<file path="config.mk">
export PLATFORM = sky130hd
export DESIGN_NAME = fetch_sequencer
export DESIGN_NICKNAME = d
export VERILOG_FILES = /design/src/rtl/fetch_sequencer.sv
export SDC_FILE = /design/constraint.sdc
export NUM_CORES = 1
export LEC_CHECK = 0
export CAP_MARGIN = 5
export CORE_ASPECT_RATIO = 2
export CORE_MARGIN = 1.5
export CORE_UTILIZATION = 50
export CTS_CLUSTER_DIAMETER = 100
export DETAILED_ROUTE_END_ITERATION = 12
export HOLD_SLACK_MARGIN = 0.1
export PLACE_DENSITY_LB_ADDON = 0.12
export SLEW_MARGIN = 30
export SYNTH_ARGS = -nofsm -noshare
export SYNTH_HDL_FRONTEND = slang
export SYNTH_SLANG_ARGS = --single-unit
</file>
<file path="constraint.sdc">
create_clock -name clk -period 3.3 [get_ports clk]
set_clock_uncertainty 0.2 [all_clocks]
set_input_delay 0.33 -clock clk [delete_from_list [all_inputs] [get_ports clk]]
set_output_delay 0.33 -clock clk [all_outputs]
set_load 0.01 [all_outputs]
</file>
<file path="src/rtl/fetch_sequencer.sv">
// fetch_sequencer: PC/ROM fetch front end with branch LUT and req->run->done control; define FETCH_REL_BRANCH_EN for PC-relative LUT targets.
module fetch_sequencer #(
  parameter int D        = 8,
  parameter int IW       = 9,
  parameter int END_ADDR = 128,
  parameter int CW       = 16
) (
  input  logic          clk,
  input  logic          reset,
  input  logic          req,
  input  logic          branch_en,
  input  logic [2:0]    branch_sel,
  input  logic          lut_we,
  input  logic [2:0]    lut_addr,
  input  logic [D-1:0]  lut_data,
  output logic [D-1:0]  imem_addr,
  input  logic [IW-1:0] imem_data,
  output logic [IW-1:0] instr,
  output logic          instr_valid,
  output logic [D-1:0]  prog_ctr,
  output logic          busy,
  output logic          done,
  output logic [CW-1:0] cycle_cnt
);
  typedef enum logic [1:0] {IDLE, RUN, DONE} state_t;
  state_t        state_q, state_d;
  logic [D-1:0]  prog_ctr_q, prog_ctr_d, target, next_pc;
  logic [CW-1:0] cycle_cnt_q, cycle_cnt_d;
  logic          busy_q, busy_d, done_q, done_d;
  logic [D-1:0]  lut_q [8];
  logic [D-1:0]  lut_d [8];
  always_comb begin
`ifdef FETCH_REL_BRANCH_EN
    target = prog_ctr_q + lut_q[branch_sel];
`else
    target = lut_q[branch_sel];
`endif
    next_pc = branch_en ? target : prog_ctr_q + 1'b1;
    lut_d = lut_q;
    if (lut_we) lut_d[lut_addr] = lut_data;
    state_d = state_q;
    prog_ctr_d = prog_ctr_q;
    cycle_cnt_d = cycle_cnt_q;
    if (state_q == RUN) begin
      prog_ctr_d = next_pc;
      cycle_cnt_d = cycle_cnt_q + CW'(~&cycle_cnt_q);
      state_d = (next_pc == D'(END_ADDR)) ? DONE : RUN;
    end else if (req) begin
      state_d = RUN;
      prog_ctr_d = '0;
      cycle_cnt_d = '0;
    end
    busy_d = state_d == RUN;
    done_d = state_d == DONE;
  end
  always_ff @(posedge clk) begin
    if (reset) begin
      state_q <= IDLE;
      prog_ctr_q <= '0;
      cycle_cnt_q <= '0;
      busy_q <= 1'b0;
      done_q <= 1'b0;
      lut_q <= '{default: '0};
    end else begin
      state_q <= state_d;
      prog_ctr_q <= prog_ctr_d;
      cycle_cnt_q <= cycle_cnt_d;
      busy_q <= busy_d;
      done_q <= done_d;
      lut_q <= lut_d;
    end
  end
  assign imem_addr = prog_ctr_q;
  assign prog_ctr = prog_ctr_q;
  assign cycle_cnt = cycle_cnt_q;
  assign busy = busy_q;
  assign done = done_q;
  assign instr_valid = state_q == RUN;
  assign instr = (state_q == RUN) ? imem_data : '0;
endmodule

</file>
==> results_dict.tcl <==
set metrics [dict create \
    yosys.cell_count.top_type "nand2_1" \
    ir_worst_vdd_mv 0.317 \
    antenna_nets_post_route 0 \
    start_util 0.511 \
    report.final.slew_viol_count 0 \
    result_of_the_run "finished, final reports clean" \
    fmax_ghz 0.359 \
    synthArstFlopShare 0 \
    ctsHoldBuffers 0 \
    leading_post_synthesis_cells_by_instance_count "nand2_1, dfxtp_1, a21oi_1" \
    report.final.hold_viol_count 0 \
    worst_ep_arrival_time_ps 2850 \
    postLayoutCoreUtil 0.626 \
    cp_data_required_time_ps 3370 \
    count_of_pins_on_the_block_boundary 72 \
    crit_path_end_kind "flop" \
    antennaDiodeCount 0 \
    ys_types 53 \
    routedLengthMet1_mm 4.38 \
    sequential_cell_area_sq_um 1840 \
    hp-class "reg -> reg" \
    crit_path_max_incr_delay_ps 450 \
    wl_met3_um 496 \
    syn_inst 550 \
    timing.setup.tns_ps 0 \
    final_cell_count_no_fill 702 \
    multiInputGateArea_sq_um 2330 \
    htree_levels 3 \
    mappedNetlistArea_sq_um 4390 \
    wirelength_mm 12.2 \
    synth.avg_cell_area_sq_um 7.98 \
    clkSlewWorstSetupHoldPaths_ps 60 \
    cap_viol_max_count 0 \
    ys_ff_latch 92 \
    first_pass_grt_wire_length_mm 19.9 \
    max-clock-path-buffers 2 \
    pin_count_of_the_biggest_net_entering_global_routing 52 \
    power_leakage_nw 1.89 \
    crit_buf_inv 0 \
    crit_chain "and3_1 > nand3_1 > nor2_1 > nand4_1 > ha_1 > and4_1 > nand4_1 > mux2_1 > nor2_1" \
    cts.repair_timing.setup_buffer_count 0 \
    design_power_total_w 0.00238 \
    vias_per_cell 5.91 \
    post-place-cells 687 \
    core_region_area_sq_um 8590 \
    placer_congestion 0.885 \
    number_of_antenna_violations_at_the_first_check_in_global_routing 0 \
    postCtsResizedCells 0 \
    ys_dominant_reg_cell "dfxtp_1" \
    fraction_of_post_synthesis_cell_area_in_the_top_cell_type_by_area 0.419 \
    area_growth_pct 22.4 \
    worst_skew_pair.late_latency_ps 340 \
    place_ws_ps 314 \
    power.density_cell_area_nw_per_um2 443 \
    netlist.top_cell.by_area "dfxtp_1" \
    synth-edff-count 0 \
    slew_at_the_pin_with_the_worst_max_slew_slack_ps 815 \
    cpLargestDelayFamily "simple AND/OR/NAND/NOR gates" \
    post-route-period-util 0.844 \
    first_global_vias 3973 \
    relSlewSlack 0.457 \
    vias 4152 \
    num-fill-cells 805 \
    cts.sinks 92 \
    dieArea_sq_um 9390 \
    fin_ws_ps 515 \
    die_h_um 136 \
    die_w_um 69.3 \
    finalSetupViolations 0 \
    grt_overflow 0 \
    drt_first_iter_violations 313 \
    drt_drc_violations_left 0 \
    cts_tree "built" \
    final_nets 629 \
    clock_tree.root_cell "clkbuf_16" \
    place.detailed.hpwl_mm 9.01 \
    grt_usage 0.270 \
    synth_top_cells_by_area "dfxtp_1, nand2_1, a21oi_1" \
    avgRoutedWirePerCell_um 17.4 \
    crit_path_max_fanout 9 \
    yosys_warnings 0 \
    layout_cells_sized_above_1 0.0532 \
    synth.yosys.seq_area_share 0.419 \
    unrepaired_setup_endpoints_after_global_routing "false" \
    routed-wl-met2_mm 6.55 \
    floorplan.rows 48 \
    final.min_clock_period_ps 2780 \
    drt_pass1_iterations 5 \
    maxUsedRoutingLayer "met4" \
    critical_path_class "reg -> reg" \
    port_buffers 71 \
    synth_nets 581 \
    crit_path_top_delay_cell "dfxtp_1" \
    worstSetupStartpointType "flop" \
    cts-buffers-inserted 9 \
]
-- final cells by class --
cell class | instances | share of cell area
well taps | 100 | 0.0233
inverters | 4 | 0.00279
repair buffers | 79 | 0.147
flip-flops and latches | 92 | 0.343
clock inverters | 1 | 0.00140
multi-input cells | 412 | 0.433
clock buffers | 14 | 0.0491
-- registers in the layout, summed over array words and instances, names as in the netlist --
name / flops
cycle_cnt: 16
imem_addr: 8
lut_q: 64
busy: 1
state_q: 2
done: 1
-- worst reg2reg max path, stage by stage (launching register included) --
cell and delay (ps):
dfxtp_1 450, and3_1 410, nand3_1 120, nor2_1 120, nand4_1 150, ha_1 310
and4_1 380, nand4_1 160, mux2_1 320, nor2_1 80
-- metrics by stage --
| step | cell area [sq um] | hold slack [ps] |
|---|---|---|
| after global placement | 5100 | 239 |
| after floorplan | 4390 | 232 |
| after detailed placement | 5100 | 245 |
| final | 5370 | 251 |
| after CTS | 5370 | 254 |
| after global routing | 5370 | 275 |
-- power breakdown --
group	total (W)	switching, W	internal [W]
Combinational	0.000276	0.000157	0.000119
Sequential	0.00115	0.0000186	0.00113
Clock	0.000953	0.000404	0.000549
-- path summary, 6_finish.rpt --
path                                           startpoint                         end  slack (ps)  cells past startpoint
worst max-delay path            cycle_cnt[8]$_SDFFE_PP0P_  cycle_cnt[14]$_SDFFE_PP0P_         520                      9
worst min-delay path                lut_q[2]$_SDFFE_PP0P_       lut_q[2]$_SDFFE_PP0P_         250                      2
worst max register to register  cycle_cnt[8]$_SDFFE_PP0P_  cycle_cnt[14]$_SDFFE_PP0P_         520                      9
worst min register to register      lut_q[2]$_SDFFE_PP0P_       lut_q[2]$_SDFFE_PP0P_         250                      2
-- cells by family after synthesis --
family / share of synthesized area
buffers and inverters: 0.0502
AO/OA/AOI/OAI: 0.169
XOR/XNOR: 0.00798
AND/OR/NAND/NOR: 0.240
multiplexers: 0.105
adder cells (fa/ha/maj): 0.00855
flip-flops: 0.419
-- cell usage in the layout (no fill, tap or decap), types with 2 or more instances in the layout --
cell             instances
clkdlybuf4s50_1         70
a21oi_1                 84
nand4_1                  6
and4_1                   3
o211a_1                  2
inv_1                    2
buf_4                    6
and2_1                  11
nand3_1                 15
mux2_2                   5
and3_1                   8
mux2_1                   5
nor2b_1                  4
nor3_1                   6
dfxtp_1                 92
ha_1                     3
a211oi_1                 2
o21ai_0                  5
nand2_1                134
o22ai_1                  4
clkbuf_1                 3
xor2_1                   3
a22o_1                   3
clkbuf_8                 2
a31oi_1                  4
a22oi_1                  2
mux4_2                   4
a311oi_1                 4
a41oi_1                  2
mux2i_1                 26
o21ai_1                  9
nand2b_1                 5
clkbuf_16                9
nor2_1                  33
buf_12                   2
or3_1                    4
-- per-layer routing --
metal / global-route usage / vias to the layer above
met4: 0.198 / 0
met3: 0.0357 / 43
met1: 0.278 / 1959
met5: 0 / -
met2: 0.489 / 151
li1: - / 1999
No activity file was read; power rests on OpenSTA's default activity.
